## src/rtl/syncbus_pkg.sv

```systemverilog
`default_nettype none
// ============================================================================
// Module      : syncbus_pkg
// Description : Shared types, defaults and helpers for the sync bus master.
// Revision    : 1.0 - initial release
// ============================================================================
package syncbus_pkg;

    typedef enum logic [1:0] {
        ST_IDLE = 2'd0,
        ST_ADDR = 2'd1,
        ST_WAIT = 2'd2,
        ST_RESP = 2'd3
    } state_e;

    localparam logic [15:0] DEF_ERR_DATA = 16'hDEAD;

    // Lowest bit of read-data lane idx on a packed per-slave bus.
    function automatic int unsigned lane_lsb(input int unsigned idx, input int unsigned dw);
        return idx * dw;
    endfunction

endpackage
`default_nettype wire

```

## src/rtl/syncbus_decode.sv

```systemverilog
`default_nettype none
// ============================================================================
// Module      : syncbus_decode
// Description : Masked address compare against NSLV bases; lowest index wins.
// Revision    : 1.0 - initial release
// ============================================================================
module syncbus_decode
    import syncbus_pkg::*;
#(
    parameter int              AW       = 16,
    parameter int              NSLV     = 2,
    parameter logic [NSLV*AW-1:0] BASE  = {16'hFFF8, 16'hFFF0},
    parameter logic [AW-1:0]   DEC_MASK = 16'hFFF8,
    parameter int              IW       = (NSLV > 1) ? $clog2(NSLV) : 1
) (
    input  logic [AW-1:0]   addr_i,
    output logic [IW-1:0]   idx_o,
    output logic [NSLV-1:0] sel_o,
    output logic            miss_o
);

    logic [NSLV-1:0] w_match;

    for (genvar i = 0; i < NSLV; i++) begin : g_match
        assign w_match[i] = ((addr_i & DEC_MASK) == (BASE[i*AW +: AW] & DEC_MASK));
    end

    // Isolating the lowest set bit gives lowest-index priority for free.
    assign sel_o  = w_match & (~w_match + NSLV'(1));
    assign miss_o = ~|w_match;

    for (genvar b = 0; b < IW; b++) begin : g_idx
        logic [NSLV-1:0] w_m;
        for (genvar i = 0; i < NSLV; i++) begin : g_bit
            if (((i >> b) & 1) == 1) begin : g_on
                assign w_m[i] = sel_o[i];
            end else begin : g_off
                assign w_m[i] = 1'b0;
            end
        end
        assign idx_o[b] = |w_m;
    end

endmodule
`default_nettype wire

```

## src/rtl/syncbus_ctrl.sv

```systemverilog
`default_nettype none
// ============================================================================
// Module      : syncbus_ctrl
// Description : Single-request sync bus master with one-hot selects, per-slave
//               ack/read lanes, wait states and timeout.
// Revision    : 1.0 - initial release
// ============================================================================
module syncbus_ctrl
    import syncbus_pkg::*;
#(
    parameter int                 AW       = 16,
    parameter int                 DW       = 16,
    parameter int                 NSLV     = 2,
    parameter logic [NSLV*AW-1:0] BASE     = {16'hFFF8, 16'hFFF0},
    parameter logic [AW-1:0]      DEC_MASK = 16'hFFF8,
    parameter int                 TIMEOUT  = 16,
    parameter logic [63:0]        ERR_DATA = 64'(DEF_ERR_DATA)
) (
    input  logic               clock,
    input  logic               reset_n,
    input  logic               req_valid,
    output logic               req_ready,
    input  logic               req_write,
    input  logic [AW-1:0]      req_addr,
    input  logic [DW-1:0]      req_wdata,
    output logic               resp_valid,
    output logic [DW-1:0]      resp_rdata,
    output logic               resp_err,
    output logic [AW-1:0]      bus_addr,
    output logic [DW-1:0]      bus_wdata,
    output logic               bus_w,
    output logic [NSLV-1:0]    bus_sel,
    input  logic [NSLV*DW-1:0] bus_rdata,
    input  logic [NSLV-1:0]    bus_ack
);

    localparam int            IW        = (NSLV > 1) ? $clog2(NSLV) : 1;
    localparam int            CW        = (TIMEOUT > 1) ? $clog2(TIMEOUT) : 1;
    localparam logic [CW-1:0] c_TO_LAST = CW'((TIMEOUT > 0) ? TIMEOUT - 1 : 0);
    localparam logic [DW-1:0] c_ERR     = DW'(ERR_DATA);

    logic [IW-1:0]   w_idx;
    logic [NSLV-1:0] w_sel;
    logic            w_miss;
    logic [DW-1:0]   w_lane [NSLV];

    state_e          state_q;
    logic [IW-1:0]   idx_q;
    logic            miss_q;
    logic            write_q;
    logic [CW-1:0]   cnt_q;
    logic            resp_valid_q;
    logic            resp_err_q;
    logic [DW-1:0]   resp_rdata_q;
    logic [AW-1:0]   bus_addr_q;
    logic [DW-1:0]   bus_wdata_q;
    logic            bus_w_q;
    logic [NSLV-1:0] bus_sel_q;

    syncbus_decode #(
        .AW       (AW),
        .NSLV     (NSLV),
        .BASE     (BASE),
        .DEC_MASK (DEC_MASK),
        .IW       (IW)
    ) u_decode (
        .addr_i (req_addr),
        .idx_o  (w_idx),
        .sel_o  (w_sel),
        .miss_o (w_miss)
    );

    for (genvar i = 0; i < NSLV; i++) begin : g_lane
        assign w_lane[i] = bus_rdata[lane_lsb(i, DW) +: DW];
    end

    always_ff @(posedge clock or negedge reset_n) begin
        if (!reset_n) begin
            state_q      <= ST_IDLE;
            idx_q        <= '0;
            miss_q       <= 1'b0;
            write_q      <= 1'b0;
            cnt_q        <= '0;
            resp_valid_q <= 1'b0;
            resp_err_q   <= 1'b0;
            resp_rdata_q <= '0;
            bus_addr_q   <= '0;
            bus_wdata_q  <= '0;
            bus_w_q      <= 1'b0;
            bus_sel_q    <= '0;
        end else begin
            resp_valid_q <= 1'b0;
            resp_err_q   <= 1'b0;
            case (state_q)
                ST_IDLE: begin
                    if (req_valid) begin
                        idx_q   <= w_idx;
                        miss_q  <= w_miss;
                        write_q <= req_write;
                        // Bus is driven from the accept edge so it is valid throughout ADDR.
                        if (!w_miss) begin
                            bus_addr_q  <= req_addr;
                            bus_wdata_q <= req_wdata;
                            bus_w_q     <= req_write;
                            bus_sel_q   <= w_sel;
                        end
                        state_q <= ST_ADDR;
                    end
                end
                ST_ADDR: begin
                    if (miss_q) begin
                        resp_valid_q <= 1'b1;
                        resp_err_q   <= 1'b1;
                        resp_rdata_q <= c_ERR;
                        state_q      <= ST_RESP;
                    end else begin
                        state_q <= ST_WAIT;
                    end
                end
                ST_WAIT: begin
                    if (bus_ack[idx_q]) begin
                        resp_valid_q <= 1'b1;
                        resp_rdata_q <= write_q ? '0 : w_lane[idx_q];
                        cnt_q        <= '0;
                        bus_addr_q   <= '0;
                        bus_wdata_q  <= '0;
                        bus_w_q      <= 1'b0;
                        bus_sel_q    <= '0;
                        state_q      <= ST_RESP;
                    end else if ((TIMEOUT != 0) && (cnt_q == c_TO_LAST)) begin
                        resp_valid_q <= 1'b1;
                        resp_err_q   <= 1'b1;
                        resp_rdata_q <= c_ERR;
                        cnt_q        <= '0;
                        bus_addr_q   <= '0;
                        bus_wdata_q  <= '0;
                        bus_w_q      <= 1'b0;
                        bus_sel_q    <= '0;
                        state_q      <= ST_RESP;
                    end else begin
                        cnt_q <= cnt_q + CW'(1);
                    end
                end
                ST_RESP: begin
                    state_q <= ST_IDLE;
                end
                default: begin
                    state_q <= ST_IDLE;
                end
            endcase
        end
    end

    assign req_ready  = (state_q == ST_IDLE);
    assign resp_valid = resp_valid_q;
    assign resp_err   = resp_err_q;
    assign resp_rdata = resp_rdata_q;
    assign bus_addr   = bus_addr_q;
    assign bus_wdata  = bus_wdata_q;
    assign bus_w      = bus_w_q;
    assign bus_sel    = bus_sel_q;

endmodule
`default_nettype wire

```

## config.mk

```make
export PLATFORM = sky130hd
export DESIGN_NAME = syncbus_ctrl
export DESIGN_NICKNAME = d
export VERILOG_FILES = /design/src/rtl/syncbus_pkg.sv /design/src/rtl/syncbus_decode.sv /design/src/rtl/syncbus_ctrl.sv
export SDC_FILE = /design/constraint.sdc
export NUM_CORES = 1
export LEC_CHECK = 0
export ABC_AREA = 1
export BUFFER_PORTS_ARGS = -buffer_cell sky130_fd_sc_hd__buf_2
export CAP_MARGIN = 5
export CORE_UTILIZATION = 45
export DETAILED_ROUTE_END_ITERATION = 12
export MAX_ROUTING_LAYER = met4
export PLACE_DENSITY_LB_ADDON = 0.08
export RECOVER_POWER = 50
export SYNTH_ARGS = -nofsm -noshare
export SYNTH_HDL_FRONTEND = slang
export SYNTH_HIERARCHICAL = 1
export SYNTH_SLANG_ARGS = --single-unit
```

## constraint.sdc

```tcl
create_clock -name clock -period 2 [get_ports clock]
set_input_delay 0.6 -clock clock [delete_from_list [all_inputs] [get_ports clock]]
set_output_delay 0.6 -clock clock [all_outputs]
set_load 0.02 [all_outputs]
```

==> flow_summary.yaml <==
status:
  status: "complete, but fails checks"
  violations: "max-capacitance violations, max-slew violations"
routing:
  antenna_left: 0
  drt_first_pass_iters: 4
  vias_per_cell: 4.80
  num_vias: 3210
  drt_iter0_drc: 101
  route.detailed.drc: 0
  routedWlPerCell_um: 12.1
  wl_um: 8120
clock_network:
  cts_tree: "yes"
  clock-sinks: 62
  hold_buffers: 0
  clockBufferDepth: 2
  clk_latency_ns: 0.32
  clk_pin_slew_worst_paths_ns: 0.06
  cts_buffers: 9
  htreeDepth: 3
  root_buffer: "clkbuf_8"
floorplan:
  fp.dieH_um: 87.9
  chipWidth_um: 87.9
  core_area_um2: 6940
  io_pins: 124
  dieArea_um2: 7720
  start_util: 0.478
  rows: 30
logic_synthesis:
  postSynthAreaPerCell_um2: 7.41
  syn_nets: 522
  ys_ff_latch: 62
  netlist_area_um2: 3320
  yosys_warnings: 6
  yosysSeqAreaShare: 0.467
  synth_cells: 448
  synth_cell_types: 25
pwr:
  intPower_w: 0.00344
  comb_power_share: 0.543
  power.density_nw_per_um2: 1570
  leakagePower_nw: 2.41
  sw_frac_of_total: 0.474
  clkPwrFrac: 0.139
  p_seq_frac: 0.319
  netSwitchingPower_w: 0.00310
  vdd_drop_max_mv: 0.807
grt:
  grt_max_degree: 63
  grt_pass1_vias: 2984
  overflow: 0
  grt_pass1_wl_um: 13200
  grtUsageTotal: 0.226
  antenna_found_initial: 0
worst_setup_path:
  critPathLaunchType: "flop"
  r2r-start: "state_q[0]$_DFFE_PN0P_"
  ff2ff_setup_slack_ns: 0.17
  rr_worst_depth: 6
  path_cells: "inv_1 -> ha_1 -> buf_4 -> buf_2"
  worst_path_largest_cell_delay_ns: 0.37
  end_kind: "output port"
  crit_type: "flop to output port"
  worst_path_max_delay_cell: "dfrtp_1"
  timing.rr.end: "state_q[1]$_DFFE_PN0P_"
  worstPathArrival_ns: 1.29
  cp_max_fo: 4
  crit_required_ns: 1.40
timing:
  clock_skew_ns: 0.00651
  slew_headroom: -0.0112
  max_slew.worst_pin.slew_ns: 1.52
  fmax_mhz: 530
  rsz0062_at_grt: "no"
  whs_ns: 0.465
  finalSetupViolations: 0
  maxSlewViolCount: 63
  hold_violations: 0
  layout_min_cycle_time_ns: 1.89
  tns_ns: 0
  finalCritPeriodShare: 0.944
final_layout:
  final_nets: 644
  fin_util: 0.601
  antenna_cells: 0
  multi_input_area_um2: 1420
  layout_common_cells: "147 x nand2_1, 104 x buf_2, 62 x nor2_1, 62 x dfrtp_1, 50 x inv_1"
  final_common_cell: "nand2_1"
  syn2layout_area_growth_pct: 25.7
  fill_cells: 685
  drive_above_1_share: 0.260
  register_area_um2: 1550
worst_hold_path:
  hold_path.startpoint: "resp_rdata[7]$_DFFE_PN0P_"
  holdPathEnd: "resp_rdata[7]$_DFFE_PN0P_"
  min_path_type: "flop to flop"
  min_path_cells: 2
place:
  io_buffers: 123
  dpl.hpwl_um: 5710
  place_congestion: 0.815
job:
  max_cap_viol_count: 1
critical path: cells and delay by family, from the launching register on:
| family | cells | cell delay [ns] |
|---|---|---|
| fa+ha+maj | 1 | 0.21 |
| buf+inv | 3 | 0.38 |
| flops | 1 | 0.37 |
stage by stage:
| stage | area (um^2) | worst slack, ns | total power [W] | instances |
|---|---|---|---|---|
| after floorplan | 3320 | 0.186 | 0.00459 | 448 |
| after detailed placement | 4030 | 0.0223 | 0.00562 | 654 |
| after global routing | 4170 | 0.00952 | 0.00714 | 669 |
| after CTS | 4180 | 0.0584 | 0.00656 | 668 |
| final | 4170 | 0.112 | 0.00654 | 669 |
| after global placement | 4030 | 0.102 | 0.00556 | 654 |
power by group through the flow:
stage	clock (W)	sequential, W	combinational (W)
2_1_floorplan	0	0.00263	0.00196
3_3_place_gp	0	0.00210	0.00346
3_5_place_dp	0	0.00210	0.00352
4_1_cts	0.000939	0.00209	0.00354
5_1_grt	0.000992	0.00216	0.00399
6_report	0.000906	0.00209	0.00355
flip-flops by register name (all words and copies together) (netlist names):
| signal | flops |
|---|---|
| idx_q | 1 |
| write_q | 1 |
| resp_rdata | 16 |
| bus_addr | 16 |
| miss_q | 1 |
| cnt_q | 4 |
| bus_w | 1 |
| state_q | 2 |
| resp_err | 1 |
| bus_sel | 2 |
| bus_wdata | 16 |
| resp_valid | 1 |
cell type report:
type | instances | share of cell area
inverter | 51 | 0.0465
clock buffer | 12 | 0.0348
timing repair buffer | 138 | 0.174
multi-input combinational | 308 | 0.341
tap | 96 | 0.0288
clock inverter | 2 | 0.00240
sequential | 62 | 0.372
cell usage after synthesis (all sizes together):
cell | count | share of area
nand2 | 148 | 0.17
nor2 | 67 | 0.081
dfrtp | 62 | 0.47
inv | 51 | 0.058
nand4 | 36 | 0.068
o21ai | 35 | 0.055
buf | 19 | 0.039
clkbuf | 8 | 0.0090
nand3 | 6 | 0.014
or2 | 6 | 0.011
ha | 4 | 0.015
a21oi | 3 | 0.0045
xor2 | 2 | 0.0053
mux2 | 1 | 0.0034
how the worst max path moves through the flow:
stage	endpoint	cells after the start	slack [ns]	startpoint
after floorplan	bus_addr[0]$_DFFE_PN0P_	10	0.19	req_addr[14]
after global placement	bus_addr[6]$_DFFE_PN0P_	11	0.10	req_addr[3]
after detailed placement	bus_addr[4]$_DFFE_PN0P_	11	0.02	req_addr[3]
after CTS	resp_rdata[8]$_DFFE_PN0P_	6	0.06	state_q[0]$_DFFE_PN0P_
after global routing	state_q[1]$_DFFE_PN0P_	7	0.01	state_q[0]$_DFFE_PN0P_
final	req_ready	4	0.11	state_q[0]$_DFFE_PN0P_
per-layer routing:
| metal | share of wire | track usage | up-vias |
|---|---|---|---|
| met1 | 0.47 | 0.293 | 1478 |
| met2 | 0.47 | 0.354 | 85 |
| met5 | 0 | - | - |
| met3 | 0.048 | 0.0330 | 8 |
| met4 | 0.010 | 0.0969 | 0 |
| li1 | - | - | 1639 |
cell families (layout without fill, tap and decap cells):
group           count (synthesis)  count (layout)  share of synthesized area
simple gates                  263             263                      0.343
compound gates                 38              38                     0.0596
buf+inv                        78             203                      0.107
fa+ha+maj                       4               4                     0.0151
flops                          62              62                      0.467
xor+xnor                        2               2                    0.00528
mux                             1               1                    0.00339
repair_timing:
action | CTS | global route
buffers inserted | 0 | 1
endpoints found under the hold margin | 0 | 0
gates resized for setup | 0 | 1
setup endpoints to repair | 0 | 12
Power figures use the tool's default switching activity.
